==> src/rtl/skid_fifo.sv <==
// Elastic valid/ready buffer of DEPTH entries with optional zero-latency fall-through.
// Upstream ready is decoded from the stored count only, so it never depends on data_ready_i.
module skid_fifo #(
    parameter int unsigned DATA_SIZE    = 8,
    parameter int unsigned DEPTH        = 2,
    parameter bit          FALL_THROUGH = 1'b0
) (
    input  logic                         clk_i,
    input  logic                         rst_clk_ni,
    input  logic [DATA_SIZE-1:0]         data_i,
    input  logic                         data_valid_i,
    output logic                         data_ready_o,
    output logic [DATA_SIZE-1:0]         data_o,
    output logic                         data_valid_o,
    input  logic                         data_ready_i,
    output logic [$clog2(DEPTH+1)-1:0]   count_o,
    output logic                         full_o,
    output logic                         empty_o
);

    localparam int unsigned CW = $clog2(DEPTH + 1);
    localparam int unsigned PW = (DEPTH > 1) ? $clog2(DEPTH) : 1;
    localparam logic [PW-1:0] LAST_PTR = PW'(DEPTH - 1);
    localparam logic [CW-1:0] FULL_CNT = CW'(DEPTH);

    logic [DATA_SIZE-1:0] mem_q [DEPTH];
    logic [PW-1:0]        wr_ptr_q, wr_ptr_d;
    logic [PW-1:0]        rd_ptr_q, rd_ptr_d;
    logic [CW-1:0]        count_q, count_d;

    logic empty, full, bypass;
    logic push, pop, store, unload;

    assign empty = (count_q == '0);
    assign full  = (count_q == FULL_CNT);

    // Bypass only exists in fall-through mode while nothing is stored.
    assign bypass = FALL_THROUGH && empty;

    assign data_ready_o = !full;
    assign full_o       = full;
    assign empty_o      = empty;
    assign count_o      = count_q;

    always_comb begin
        data_o       = mem_q[rd_ptr_q];
        data_valid_o = !empty;
        if (bypass) begin
            data_o       = data_i;
            data_valid_o = data_valid_i;
        end
    end

    assign push = data_valid_i && data_ready_o;
    assign pop  = data_valid_o && data_ready_i;

    // A bypassed beat consumed in the same cycle never touches storage.
    assign store  = push && !(bypass && data_ready_i);
    assign unload = pop && !bypass;

    always_comb begin
        wr_ptr_d = wr_ptr_q;
        rd_ptr_d = rd_ptr_q;
        count_d  = count_q;
        if (store) begin
            wr_ptr_d = (wr_ptr_q == LAST_PTR) ? '0 : wr_ptr_q + 1'b1;
        end
        if (unload) begin
            rd_ptr_d = (rd_ptr_q == LAST_PTR) ? '0 : rd_ptr_q + 1'b1;
        end
        if (store && !unload) begin
            count_d = count_q + 1'b1;
        end else if (unload && !store) begin
            count_d = count_q - 1'b1;
        end
    end

    always_ff @(posedge clk_i or negedge rst_clk_ni) begin
        if (!rst_clk_ni) begin
            wr_ptr_q <= '0;
            rd_ptr_q <= '0;
            count_q  <= '0;
            for (int i = 0; i < int'(DEPTH); i++) begin
                mem_q[i] <= '0;
            end
        end else begin
            wr_ptr_q <= wr_ptr_d;
            rd_ptr_q <= rd_ptr_d;
            count_q  <= count_d;
            if (store) begin
                mem_q[wr_ptr_q] <= data_i;
            end
        end
    end

endmodule

==> config.mk <==
export PLATFORM = sky130hd
export DESIGN_NAME = skid_fifo
export DESIGN_NICKNAME = d
export VERILOG_FILES = /design/src/rtl/skid_fifo.sv
export SDC_FILE = /design/constraint.sdc
export NUM_CORES = 1
export LEC_CHECK = 0
export ABC_CLOCK_PERIOD_IN_PS = 2600
export CAP_MARGIN = 20
export CORE_MARGIN = 2
export CORE_UTILIZATION = 45
export DETAILED_ROUTE_END_ITERATION = 12
export GPL_TIMING_DRIVEN = 0
export HOLD_SLACK_MARGIN = 0.02
export PLACE_DENSITY = 0.77
export SLEW_MARGIN = 10
export SYNTH_ARGS = -nofsm -noshare
export SYNTH_HDL_FRONTEND = slang
export SYNTH_SLANG_ARGS = --single-unit
==> constraint.sdc <==
create_clock -name clk_i -period 2.6 [get_ports clk_i]
set_input_delay 0.39 -clock clk_i [delete_from_list [all_inputs] [get_ports clk_i]]
set_output_delay 0.39 -clock clk_i [all_outputs]
set_load 0.02 [all_outputs]
==> impl_metrics.yaml, run 1 <==
run_status:
  status: "complete, no violations"
clock_tree:
  root_buffer_cell: "clkbuf_4"
  cts_max_path_buffers: 2
  cts.htree.levels: 1
  post_cts_hold_buffer_count: 0
  clk-insertion-delay-late_ns: 0.29
  cts.clk_slew.worst_paths_ns: 0.11
  post_cts_resize_count: 0
  postCtsSetupRepairBufs: 0
  cts.sinks: 20
  cts-buffers-inserted: 3
  cts_tree: "done"
critical_path:
  timing.rr.end: "mem_q[12]"
  critical_path_class: "reg2out"
  cp-end-kind: "primary output"
  worst_reg2reg_startpoint: "count_o[0]"
  cp_max_fo: 9
  critical_path.startpoint_type: "flip-flop"
  cp.required_ns: 2.21
  rr_worst_depth: 4
  timing.critical_path.arrival_ns: 2.00
  ff2ff_setup_slack_ns: 1.00
yosys:
  avgSynthCellArea_um2: 14.83
  synth.top_cells.by_area: "dfrtp_1, mux2_2, xor2_1"
  synth_area_um2: 904.6
  yosysUniqueCellTypes: 16
  flops_latches_synth: 20
  post-synth-top-area-cell: "dfrtp_1"
  syn_nets: 74
  synth.most_common_cell: "mux2_2"
  synth.yosys.warnings: 0
  synth_top_area_share: 0.5533
  synth.top_cells.by_count: "mux2_2, dfrtp_1, xor2_1"
  ys.flop_type: "dfrtp_1"
  portion_of_the_post_synthesis_area_used_by_sequential_elements: 0.5533
  number_of_synthesized_flops_with_an_enable_pin: 0
  syn_inst: 61
  async_flop_share: 1.000
cells_and_area:
  postLayoutCellArea_um2: 1225
  area_growth_from_synthesis_to_final_layout_pct: 35.41
  fillerInstances: 164
  layoutNonFillerInstCount: 117
  n_antenna_cell: 0
  nNetsFinal: 104
  drive_gt1_frac: 0.3889
  finalCoreUtilization: 0.6374
place:
  io_buffer_count: 25
  placedCellCount: 113
  place_congestion: 0.6922
  dp.final_hpwl_um: 1113
  preCtsSetupSlack_ns: 0.5370
  cell_area_reported_after_detailed_placement_um2: 1189
detailed_routing:
  post_drt_wl_per_cell_um: 13.33
  detailedRoute.firstPassIterationCount: 3
  antenna_violating_nets_post_route: 0
  post_drt_via_cell_ratio: 4.795
  drt_iter0_drc: 4
  remaining_drc_errors: 0
  num_vias: 561
  drt_wl_total_um: 1560
floorplanning:
  fp.dieArea_um2: 2385
  top_level_port_count: 26
  design.core.area_um2: 1922
  die_width_um: 48.84
  die_h_um: 48.84
  initial_core_util: 0.4707
  rows: 16
sta:
  post-route-period-util: 0.9181
  drv_slew: 0
  grt_setup_unrepaired: "false"
  fin_crit_ns: 2.387
  holdWs_ns: 0.5121
  post-route-worst-setup-slack_ns: 0.2130
  clock.fmax_mhz: 418.9
  report.final.setup_viol: 0
  worst-slew-pin-transition_ns: 0.8902
  worst_clock_skew_ns: 0.001858
  fin_tns_setup_ns: 0
  timing.final.hold_violations: 0
  slew_headroom: 0.4047
pwr:
  worst_ir_drop_vdd_mv: 0.7356
  total_leakage_power_nw: 0.5213
  pwr_cell_area_nw_per_um2: 1407
  total_power_mw: 1.724
global_route:
  met1_usage: 0.2125
  grt_busiest_layer: "met2"
  grt_remaining_overflow: 0
  grt_max_degree: 21
  antenna_found_initial: 0
  total_global_route_track_usage: 0.1584
  global_route_wire_length_before_repair_um: 2877
  vias_in_the_first_global_route: 616
  globalRouteMet3Util: 0.03988
  gr-usage-met2: 0.2511
min_path:
  cells_on_worst_hold_path: 1
  hold_path.class: "reg2reg"
  hp-start: "mem_q[7]"
  worstHoldEndpoint: "mem_q[7]"
job:
  cap_viol_max_count: 0
placed cells by master, fill, tap and decap left out, types with 2 or more instances in the layout:
cell type and count:
dfrtp_1 20, mux2_2 24, clkdlybuf4s50_1 25, xor2_1 3, xnor2_1 2, clkbuf_4 3
logic make-up after synthesis:
kind of cell | share of synthesized area
multiplexers | 0.2988
adder cells (fa/ha/maj) | 0.01383
flip-flops | 0.5533
buffers and inverters | 0.01796
AND/OR/NAND/NOR | 0.06777
XOR/XNOR | 0.04842
state kept, by name (all words and copies together) (netlist names):
register,count
rd_ptr_q,1
count_o,2
mem_q,16
wr_ptr_q,1
where the power goes:
group	switching (mW)	internal, mW	total (mW)
registers	0.0944	0.473	0.568
clock network	0.0910	0.0853	0.176
logic	0.428	0.552	0.980
total	0.613	1.11	1.72
worst max path at each step:
stage | startpoint | end | cells past startpoint
final | rd_ptr_q | data_o[4] | 3
after global routing | rd_ptr_q | data_o[7] | 3
after CTS | rd_ptr_q | data_o[7] | 3
after detailed placement | rd_ptr_q | data_o[7] | 3
after global placement | rd_ptr_q | data_o[3] | 3
after floorplan | count_o[0] | mem_q[10] | 4
routing by layer:
layer / up-vias / part of all wire
met3: 2 / 0.058
met5: - / 0
met2: 15 / 0.48
met1: 280 / 0.46
li1: 264 / -
met4: 0 / 0.0051
final cells by class:
type                            instances  area (um^2)  share of cell area
Sequential cell                        20        500.5              0.4086
Multi-Input combinational cell         37        387.9              0.3167
Timing Repair Buffer                   25        250.2              0.2043
Clock buffer                            4        36.28             0.02962
Tap cell                               27        33.78             0.02758
Buffer                                  2        8.758            0.007150
Inverter                                2        7.507            0.006129
worst max-delay path, stage by stage, from the launching register on:
cell,delay [ns]
dfrtp_1,0.34
clkbuf_1,0.43
mux2_2,0.39
clkdlybuf4s50_1,0.54
No activity file was read; power rests on OpenSTA's default activity.
==> inputs of run 2 (changes only) <==
- ABC_CLOCK_PERIOD_IN_PS: 2600 -> 2150
- CORE_UTILIZATION: 45 -> 41
- PLACE_DENSITY: 0.77 -> 0.74
- TNS_END_PERCENT: default -> 20
- clock period: 2.6 -> 2.15 ns (I/O delays scaled with it)
==> run 2 against run 1 <==
- sequential power increased by 27%
- count of clock-buffer cells in the layout is the same
- power is 20% higher
- sequential share of layout area rose by 0.14 points
- final area down 0.10%
- die area grew 8.9%
- clock power is 22% higher
- critical path type unchanged
- largest cell class unchanged
==> impl_metrics.yaml, run 2 (synthesized netlist as in run 1, its figures left out) <==
detailed_routing:
  drt_wl_total_um: 1538
  remaining_drc_errors: 0
  met3_length_um: 83
  detailedRoute.firstPassIterationCount: 1
  antenna_violating_nets_post_route: 0
  num_vias: 554
  drt_iter0_drc: 0
  drt-met1-wl_um: 747
  met2RoutedLength_um: 663
  dr.max_layer_used: "met4"
  post_drt_via_cell_ratio: 4.735
  post_drt_wl_per_cell_um: 13.15
clock_tree:
  root_buffer_cell: "clkbuf_4"
  cts.clk_slew.worst_paths_ns: 0.11
  cts-buffers-inserted: 3
  cts_max_path_buffers: 2
  cts.sinks: 20
  cts.htree.levels: 1
  clk-insertion-delay-late_ns: 0.30
  cts_tree: "done"
global_route:
  grt_remaining_overflow: 0
  vias_in_the_first_global_route: 597
  total_global_route_track_usage: 0.1372
  global_route_wire_length_before_repair_um: 2504
  antenna_found_initial: 0
  grt_max_degree: 21
sta:
  grt_setup_unrepaired: "false"
  drv_slew: 0
  fin_tns_setup_ns: 0
  worst_clock_skew_ns: 0.005490
  fin_crit_ns: 2.064
  post-route-period-util: 0.9601
  worst-slew-pin-transition_ns: 0.8713
  report.final.setup_viol: 0
  slew_headroom: 0.4173
  post-route-worst-setup-slack_ns: 0.08587
  timing.final.hold_violations: 0
  clock.fmax_mhz: 484.5
place:
  place_congestion: 0.6593
  placedCellCount: 114
  preCtsSetupSlack_ns: 0.1502
  dp.final_hpwl_um: 1080
  io_buffer_count: 25
pwr:
  worst_ir_drop_vdd_mv: 1.043
  pwr_cell_area_nw_per_um2: 1697
  total_power_mw: 2.076
  total_leakage_power_nw: 0.5192
floorplanning:
  fp.dieArea_um2: 2598
  rows: 17
  design.core.area_um2: 2148
  die_width_um: 50.97
  top_level_port_count: 26
  die_h_um: 50.97
  initial_core_util: 0.4211
cells_and_area:
  nNetsFinal: 103
  drive_gt1_frac: 0.4045
  final_cell_mix: "clkdlybuf4s50_1, mux2_2, dfrtp_1"
  area_growth_from_synthesis_to_final_layout_pct: 35.27
  finalCoreUtilization: 0.5696
  largest_register_ff_count: 16
  final_common_cell: "clkdlybuf4s50_1"
  layoutNonFillerInstCount: 117
  n_antenna_cell: 0
  registers.top_by_ff_count: "mem_q"
job:
  cap_viol_max_count: 0
run_status:
  status: "complete, no violations"
critical_path:
  critical_path_class: "reg2out"
  ff2ff_setup_slack_ns: 0.53
  cp.required_ns: 1.83
  timing.critical_path.arrival_ns: 1.74
  timing.rr.end: "mem_q[15]"
  crit_path_start: "count_o[1]"
  cp_max_fo: 4
  rr_worst_depth: 4
  worst_reg2reg_startpoint: "count_o[0]"
  cp-end-kind: "primary output"
  critical_path.startpoint_type: "flip-flop"
min_path:
  hold_path.class: "in2async"
run 2: final cells by class:
type | instances | area [um^2]
Buffer | 1 | 5.005
Multi-Input combinational cell | 37 | 387.9
Inverter | 2 | 7.507
Fill cell | 181 | 924.6
Tap cell | 28 | 35.03
Clock buffer | 4 | 36.28
Sequential cell | 20 | 501.7
Timing Repair Buffer | 25 | 250.2
run 2: power breakdown:
part / total [mW] / switching [mW] / leakage (nW) / internal, mW
logic: 1.14 / 0.478 / 0.264 / 0.663
registers: 0.721 / 0.146 / 0.234 / 0.574
clock network: 0.214 / 0.110 / 0.0210 / 0.103
total: 2.08 / 0.735 / 0.519 / 1.34
run 2: worst max-delay path by stage:
stage,depth (start not counted),slack [ns],to
after global routing,3,0.02,empty_o
after global placement,3,0.14,data_o[4]
after floorplan,4,0.50,mem_q[10]
after CTS,3,0.05,empty_o
final,3,0.09,empty_o
after detailed placement,3,0.15,data_o[4]
run 2: per-stage QoR:
step / hold WS [ns] / instance area, um^2
2_1_floorplan: 0.02691 / 904.6
3_3_place_gp: 0.4840 / 1190
3_5_place_dp: 0.4928 / 1190
4_1_cts: 0.5194 / 1224
5_1_grt: 0.5339 / 1224
6_report: 0.5080 / 1224
run 2: metal layers:
layer,vias to the layer above,track usage
li1,267,-
met1,264,0.1705
met2,18,0.1991
met3,5,0.02924
met4,0,0.1216
met5,-,0
run 2: repair_timing:
item | CTS | global route
endpoints found under the hold margin | 0 | 0
hold buffers | 0 | 0
buffers inserted | 0 | 0
endpoints found under the setup margin | 8 | 0
resized for setup | 1 | 0
run 2: worst max-delay path, cell delays in order, from the launching register on:
cell	delay [ns]
dfrtp_1	0.46
or2_2	0.34
inv_1	0.06
clkdlybuf4s50_1	0.59
==> inputs of run 3 (changes only) <==
- HOLD_SLACK_MARGIN: 0.02 -> 0.03
==> results of run 3 <==
Final layout, timing and power as in run 2 (identical DEF).
